`src/rtl/ysyx_23060236_csr_pkg.sv`:
```
// Shared CSR addresses, op encodings, mcause codes and mstatus bit positions
// for the NPC machine-mode CSR/trap unit.
package ysyx_23060236_csr_pkg;

   localparam logic [11:0] CSR_MSTATUS   = 12'h300;
   localparam logic [11:0] CSR_MIE       = 12'h304;
   localparam logic [11:0] CSR_MTVEC     = 12'h305;
   localparam logic [11:0] CSR_MEPC      = 12'h341;
   localparam logic [11:0] CSR_MCAUSE    = 12'h342;
   localparam logic [11:0] CSR_MIP       = 12'h344;
   localparam logic [11:0] CSR_MVENDORID = 12'hF11;
   localparam logic [11:0] CSR_MARCHID   = 12'hF12;
   localparam logic [11:0] CSR_MCYCLE    = 12'hB00;
   localparam logic [11:0] CSR_MINSTRET  = 12'hB02;
   localparam logic [11:0] CSR_MCYCLEH   = 12'hB80;
   localparam logic [11:0] CSR_MINSTRETH = 12'hB82;

   typedef enum logic [1:0] {
      OP_NONE  = 2'b00,
      OP_WRITE = 2'b01,
      OP_SET   = 2'b10,
      OP_CLEAR = 2'b11
   } csr_op_e;

   localparam logic [3:0] CAUSE_MTI    = 4'd7;
   localparam logic [3:0] CAUSE_ECALL  = 4'd11;
   localparam logic [3:0] CAUSE_EBREAK = 4'd3;

   localparam int MSTATUS_MIE  = 3;
   localparam int MSTATUS_MPIE = 7;
   localparam int MSTATUS_MPP  = 11;
   localparam int MIX_MT       = 7;

endpackage

```
`src/rtl/ysyx_23060236_csr_trap_unit_counter.sv`:
```
// 64-bit event counter with increment enable and independent half writes;
// a half write wins over the increment and leaves the other half untouched.
module ysyx_23060236_csr_counter (
   input  logic        clock,
   input  logic        reset,
   input  logic        i_inc,
   input  logic        i_wr_lo,
   input  logic        i_wr_hi,
   input  logic [63:0] i_wdata,
   output logic [63:0] o_cnt
);

   logic [63:0] r_cnt;

   always_ff @(posedge clock) begin
      if (reset) begin
         r_cnt <= '0;
      end else if (i_wr_lo | i_wr_hi) begin
         if (i_wr_lo) r_cnt[31:0]  <= i_wdata[31:0];
         if (i_wr_hi) r_cnt[63:32] <= i_wdata[63:32];
      end else if (i_inc) begin
         r_cnt <= r_cnt + 64'd1;
      end
   end

   assign o_cnt = r_cnt;

endmodule

```
`src/rtl/ysyx_23060236_csr_trap_unit.sv`:
```
// Machine-mode CSR file and trap controller (Zicsr, ecall/ebreak/mret, MTI).
// Define CSR_COUNTERS_EN to implement mcycle/minstret.
module ysyx_23060236_csr_trap_unit
   import ysyx_23060236_csr_pkg::*;
#(
   parameter int          XLEN      = 32,
   parameter logic [31:0] MVENDORID = 32'h79737978,
   parameter logic [31:0] MARCHID   = 32'h015fdf0c,
   parameter bit          MTVEC_VEC = 1'b1
) (
   input  logic            clock,
   input  logic            reset,
   input  logic            valid,
   input  logic [11:0]     csr_addr,
   input  logic [1:0]      csr_op,
   input  logic [XLEN-1:0] csr_wdata,
   output logic [XLEN-1:0] csr_rdata,
   output logic            csr_illegal,
   input  logic            inst_ecall,
   input  logic            inst_ebreak,
   input  logic            inst_mret,
   input  logic [XLEN-1:0] epc,
   input  logic            timer_irq,
   output logic [XLEN-1:0] jump,
   output logic            jump_en,
   output logic            trap_taken
);

   localparam logic [XLEN-1:0] EPC_MASK =
      {{(XLEN-2){1'b1}}, 2'b00};
   localparam logic [XLEN-1:0] TVEC_MASK =
      {{(XLEN-2){1'b1}}, 1'b0, MTVEC_VEC};

   logic            r_mie;
   logic            r_mpie;
   logic            r_mtie;
   logic            r_mtip;
   logic [XLEN-1:0] r_mtvec;
   logic [XLEN-1:0] r_mepc;
   logic [XLEN-1:0] r_mcause;

   logic [XLEN-1:0] w_mstatus;
   logic [XLEN-1:0] w_mtvec;
   logic [XLEN-1:0] w_mepc;
   logic [XLEN-1:0] w_base;
   logic [XLEN-1:0] w_old;
   logic [XLEN-1:0] w_new;
   logic [XLEN-1:0] w_cause;
   logic [XLEN-1:0] w_trap_pc;
   logic [63:0]     w_mcycle;
   logic [63:0]     w_minstret;
   logic            w_impl;
   logic            w_ro;
   logic            w_wr;
   logic            w_irq;
   logic            w_sync;
   logic            w_trap;
   logic            w_mret;
   logic            w_csr_we;

   always_comb begin
      w_mstatus = '0;
      w_mstatus[MSTATUS_MPP+1:MSTATUS_MPP] = 2'b11;
      w_mstatus[MSTATUS_MPIE] = r_mpie;
      w_mstatus[MSTATUS_MIE]  = r_mie;
   end

   assign w_mtvec = r_mtvec & TVEC_MASK;
   assign w_mepc  = r_mepc & EPC_MASK;
   assign w_base  = {w_mtvec[XLEN-1:2], 2'b00};

   always_comb begin
      w_old  = '0;
      w_impl = 1'b1;
      w_ro   = 1'b0;
      case (csr_addr)
         CSR_MSTATUS: w_old = w_mstatus;
         CSR_MIE:     w_old[MIX_MT] = r_mtie;
         CSR_MTVEC:   w_old = w_mtvec;
         CSR_MEPC:    w_old = w_mepc;
         CSR_MCAUSE:  w_old = r_mcause;
         CSR_MIP: begin
            w_old[MIX_MT] = r_mtip;
            w_ro = 1'b1;
         end
         CSR_MVENDORID: begin
            w_old[31:0] = MVENDORID;
            w_ro = 1'b1;
         end
         CSR_MARCHID: begin
            w_old[31:0] = MARCHID;
            w_ro = 1'b1;
         end
         CSR_MCYCLE:   w_old = w_mcycle[XLEN-1:0];
         CSR_MINSTRET: w_old = w_minstret[XLEN-1:0];
         CSR_MCYCLEH: begin
            if (XLEN == 32) w_old[31:0] = w_mcycle[63:32];
            else            w_impl = 1'b0;
         end
         CSR_MINSTRETH: begin
            if (XLEN == 32) w_old[31:0] = w_minstret[63:32];
            else            w_impl = 1'b0;
         end
         default: w_impl = 1'b0;
      endcase
   end

   always_comb begin
      w_new = w_old;
      w_wr  = 1'b0;
      unique case (csr_op_e'(csr_op))
         OP_WRITE: begin
            w_new = csr_wdata;
            w_wr  = 1'b1;
         end
         OP_SET: begin
            w_new = w_old | csr_wdata;
            w_wr  = |csr_wdata;
         end
         OP_CLEAR: begin
            w_new = w_old & ~csr_wdata;
            w_wr  = |csr_wdata;
         end
         default: ;
      endcase
   end

   assign csr_rdata   = w_old;
   assign csr_illegal = (csr_op != OP_NONE) & (~w_impl | (w_ro & w_wr));

   assign w_irq  = r_mtip & r_mtie & r_mie;
   assign w_sync = inst_ecall | inst_ebreak;
   assign w_trap = valid & ~reset & (w_irq | w_sync);
   assign w_mret = valid & ~reset & ~w_irq & ~w_sync & inst_mret;
   // Any redirecting instruction owns the cycle; its CSR op is dropped.
   assign w_csr_we = valid & ~(w_irq | w_sync | inst_mret)
                   & w_wr & ~csr_illegal;

   always_comb begin
      w_cause = '0;
      priority if (w_irq) begin
         w_cause[XLEN-1] = 1'b1;
         w_cause[3:0]    = CAUSE_MTI;
      end else if (inst_ecall) begin
         w_cause[3:0] = CAUSE_ECALL;
      end else begin
         w_cause[3:0] = CAUSE_EBREAK;
      end
   end

   assign w_trap_pc = (w_irq & w_mtvec[0])
                    ? w_base + XLEN'({CAUSE_MTI, 2'b00})
                    : w_base;

   assign jump       = w_mret ? w_mepc : w_trap_pc;
   assign jump_en    = w_trap | w_mret;
   assign trap_taken = w_trap;

   always_ff @(posedge clock) begin
      if (reset) begin
         r_mie    <= 1'b0;
         r_mpie   <= 1'b0;
         r_mtie   <= 1'b0;
         r_mtip   <= 1'b0;
         r_mtvec  <= '0;
         r_mepc   <= '0;
         r_mcause <= '0;
      end else begin
         r_mtip <= timer_irq;
         if (w_trap) begin
            r_mepc   <= epc;
            r_mcause <= w_cause;
            r_mpie   <= r_mie;
            r_mie    <= 1'b0;
         end else if (w_mret) begin
            r_mie  <= r_mpie;
            r_mpie <= 1'b1;
         end else if (w_csr_we) begin
            case (csr_addr)
               CSR_MSTATUS: begin
                  r_mie  <= w_new[MSTATUS_MIE];
                  r_mpie <= w_new[MSTATUS_MPIE];
               end
               CSR_MIE:    r_mtie   <= w_new[MIX_MT];
               CSR_MTVEC:  r_mtvec  <= w_new;
               CSR_MEPC:   r_mepc   <= w_new;
               CSR_MCAUSE: r_mcause <= w_new;
               default: ;
            endcase
         end
      end
   end

`ifdef CSR_COUNTERS_EN
   logic [63:0] w_cnt_wdata;
   logic        w_cyc_lo;
   logic        w_cyc_hi;
   logic        w_ret_lo;
   logic        w_ret_hi;

   always_comb begin
      w_cnt_wdata = {2{w_new[31:0]}};
      if (XLEN == 64) w_cnt_wdata[XLEN-1:0] = w_new;
   end

   assign w_cyc_lo = w_csr_we & (csr_addr == CSR_MCYCLE);
   assign w_ret_lo = w_csr_we & (csr_addr == CSR_MINSTRET);
   assign w_cyc_hi = (XLEN == 64) ? w_cyc_lo
                   : w_csr_we & (csr_addr == CSR_MCYCLEH);
   assign w_ret_hi = (XLEN == 64) ? w_ret_lo
                   : w_csr_we & (csr_addr == CSR_MINSTRETH);

   ysyx_23060236_csr_counter u_mcycle (
      .clock   (clock),
      .reset   (reset),
      .i_inc   (1'b1),
      .i_wr_lo (w_cyc_lo),
      .i_wr_hi (w_cyc_hi),
      .i_wdata (w_cnt_wdata),
      .o_cnt   (w_mcycle)
   );

   ysyx_23060236_csr_counter u_minstret (
      .clock   (clock),
      .reset   (reset),
      .i_inc   (valid & ~w_trap),
      .i_wr_lo (w_ret_lo),
      .i_wr_hi (w_ret_hi),
      .i_wdata (w_cnt_wdata),
      .o_cnt   (w_minstret)
   );
`else
   assign w_mcycle   = '0;
   assign w_minstret = '0;
`endif

endmodule

```
`config.mk`:
```
export PLATFORM = sky130hd
export DESIGN_NAME = ysyx_23060236_csr_trap_unit
export DESIGN_NICKNAME = d
export VERILOG_FILES = /design/src/rtl/ysyx_23060236_csr_pkg.sv /design/src/rtl/ysyx_23060236_csr_trap_unit_counter.sv /design/src/rtl/ysyx_23060236_csr_trap_unit.sv
export SDC_FILE = /design/constraint.sdc
export NUM_CORES = 1
export LEC_CHECK = 0
export CORE_MARGIN = 2
export CORE_UTILIZATION = 60
export DETAILED_ROUTE_END_ITERATION = 16
export DONT_BUFFER_PORTS = 1
export PLACE_DENSITY_LB_ADDON = 0.12
export SYNTH_ARGS = -nofsm -noshare
export SYNTH_HDL_FRONTEND = slang
export SYNTH_SLANG_ARGS = --single-unit
```
`constraint.sdc`:
```
create_clock -name clock -period 6.6 [get_ports clock]
set_input_delay 0.99 -clock clock [delete_from_list [all_inputs] [get_ports clock]]
set_output_delay 0.99 -clock clock [all_outputs]
set_load 0.005 [all_outputs]
```
==> metrics.txt <==
worst vdd ir=0.136 mV; Die ar.=0.0121 mm²; first drt pass iteration count=6; mean area per synthesized cell=7.16 µm²; RSZ-0062 raised after global routing=no; GPL Wtd Cong=0.926; Psw=323 µW; CTS Buf Count=9; Switching Fraction=0.277; vias in the first global route=6635; synthesis warning total=0; gr usage total=0.394; fmax=0.246 GHz; cell-internal power=843 µW; initial antenna violation count=0; Final nets=972; area leader, netlist=dfxtp_1; Die Y=110 µm; Mapped Cells=939; area of the core=0.0109 mm²; WL met2=11000 µm; Worst Skew=7.02 ps; final global-route overflow total=0; Die Span X=110 µm; hold path endpoint=r_mcause[21]; Distinct cells, synth=67; Hold Path Origin=r_mcause[21]; vias per cell=7.00; vias post-DR=7217; CTS tree=done; Worst Setup End Kind=output port; first-pass GRT wire length=35800 µm; Mapped Area=0.00673 mm²; Setup-failing EPs final=0; starting density of the core=0.618; Hold Path Class=reg -> reg; fraction of layout cells with a size suffix above 1=0.0707; number of flops mapped to enable cells by yosys=0; most frequent cells in the layout=nand2_1 (130), dfxtp_1 (97), a21oi_1 (93); diodes inserted=0; Clock Path Buffers=2; setup TNS=0 ps; Comb pwr share=0.116; worst path required time=5610 ps; Buffers on Ports=0; top_reg_cell synth=dfxtp_1; Max Cap Viol=0; RR Endpoint=r_mtvec[2]; Final min period=4060 ps; top post-synthesis cells by area=dfxtp_1 (29%), nand2_1 (7.3%), a21oi_1 (7.1%); Max-slew headroom=0.243; outcome=completed; H-tree levels=3; CTS Hold Bufs=0; R2R depth=6; CTS root buf=clkbuf_8; Tcrit/Tclk final=0.616; Pwr Density=168 mW/mm²; wire length per cell=23.4 µm; Synth top area share=0.289; area grow syn2layout=3.11%; WL final=24200 µm; Post-CTS Setup Bufs=0; Clock Latency Late Sink=390 ps; initial DRC count=772; clock sinks=97; antenna-violating nets left=0; WL met3=3220 µm; P_leak=0.00234 µW; I/O pin cnt=152; sequential fraction of the synthesis area=0.289; Worst setup SP type=input pin; DRC viols=0; reg2reg setup slack=3380 ps; CP arrival=3070 ps; synthesis-stage register bit count=97; Async SR Flop Fraction=0; CP Max Fanout=33; row cnt=38; Sequential Power Share=0.524; worst slew pin tran=1140 ps; reg2reg start=r_mie; pin count of the biggest net entering global routing=61; Slew Limit Fails=0; Pwr Total=1170 µW; most common cell after layout, fill and taps aside=nand2_1; Resized cells post-CTS=0; Worst Hold Path Cells=2; WS Path Type=in -> out; M1 WL=9230 µm; max layer used=met4; post-DP HPWL=16000 µm; clk slew on worst S/H paths=100 ps; Clk network pwr share=0.360; Hold Violations, Final=0
-- power groups by stage --
| stage | logic, µW | registers (µW) | clock network [µW] |
|---|---|---|---|
| 2_1_floorplan | 115 | 620 | 0 |
| 3_3_place_gp | 128 | 623 | 0 |
| 3_5_place_dp | 132 | 623 | 0 |
| 4_1_cts | 132 | 610 | 422 |
| 5_1_grt | 146 | 612 | 440 |
| 6_report | 136 | 611 | 420 |
-- area by class of cell --
| class | instances | area (µm²) |
|---|---|---|
| Multi-Input combinational cell | 731 | 4380 |
| Fill cell | 991 | 3950 |
| Sequential cell | 97 | 1940 |
| Tap cell | 140 | 175 |
| Clock buffer | 11 | 141 |
| Inverter | 33 | 124 |
| Timing Repair Buffer | 14 | 105 |
| Clock inverter | 5 | 63.8 |
-- kinds of logic (layout without fill, tap and decap cells) --
group | Yosys count | after routing | synth area share
AO/OA/AOI/OAI | 311 | 311 | 0.297
XOR/XNOR | 58 | 58 | 0.0755
adder cells (fa/ha/maj) | 1 | 1 | 0.00186
buffers and inverters | 112 | 63 | 0.0670
flip-flops | 97 | 97 | 0.289
multiplexers | 5 | 5 | 0.00819
other | 1 | 2 | 0.000558
AND/OR/NAND/NOR | 354 | 354 | 0.261
-- registers in the layout, indices dropped and copies added (netlist names) --
register  cells
r_mtip        1
r_mtie        1
r_mepc       30
r_mcause     32
r_mtvec      31
r_mie         1
r_mpie        1
-- synth_stat cells (12+ instances only) --
master and n:
or2_2 17, nand3_1 24, nand2_1 130, inv_1 33
a2bb2oi_1 13, dfxtp_1 97, a21oi_1 95, nand3b_1 14
nor3_1 12, a22oi_1 57, and3_1 22, clkbuf_1 64
nor2_1 66, xor2_1 12, xnor2_1 46, o21ai_0 76
-- routing by layer --
metal	vias up	global-route usage
met2	486	0.626
met4	0	0.169
met5	-	0
met1	3403	0.491
met3	71	0.124
li1	3257	-
-- critical path, cell delays in order --
cell and delay, ps:
or4_1 880, or3_1 480, buf_4 260, or2_2 350, nand2_1 110
-- worst max path at each step --
stage	slack, ps	startpoint	end	cells after the start
3_5_place_dp	2490	csr_addr[4]	r_mtvec[2]	7
4_1_cts	2590	csr_addr[4]	csr_rdata[27]	5
3_3_place_gp	2560	csr_addr[4]	r_mtvec[2]	7
2_1_floorplan	2940	csr_addr[4]	csr_rdata[17]	6
6_report	2540	csr_addr[4]	csr_rdata[27]	5
5_1_grt	2490	csr_addr[4]	csr_rdata[27]	5
-- stage by stage --
| step | hold WS (ps) | cell area (µm²) | worst slack [ps] | utilization | std cells |
|---|---|---|---|---|---|
| CTS | 462 | 6930 | 2590 | 0.637 | 1031 |
| floorplan | 436 | 6730 | 2940 | - | 940 |
| global route | 485 | 6930 | 2490 | 0.637 | 1031 |
| finish | 461 | 6930 | 2540 | 0.637 | 1031 |
| global placement | 441 | 6730 | 2560 | 0.618 | 1015 |
| detailed placement | 448 | 6730 | 2490 | 0.618 | 1015 |
Power figures use the tool's default switching activity.
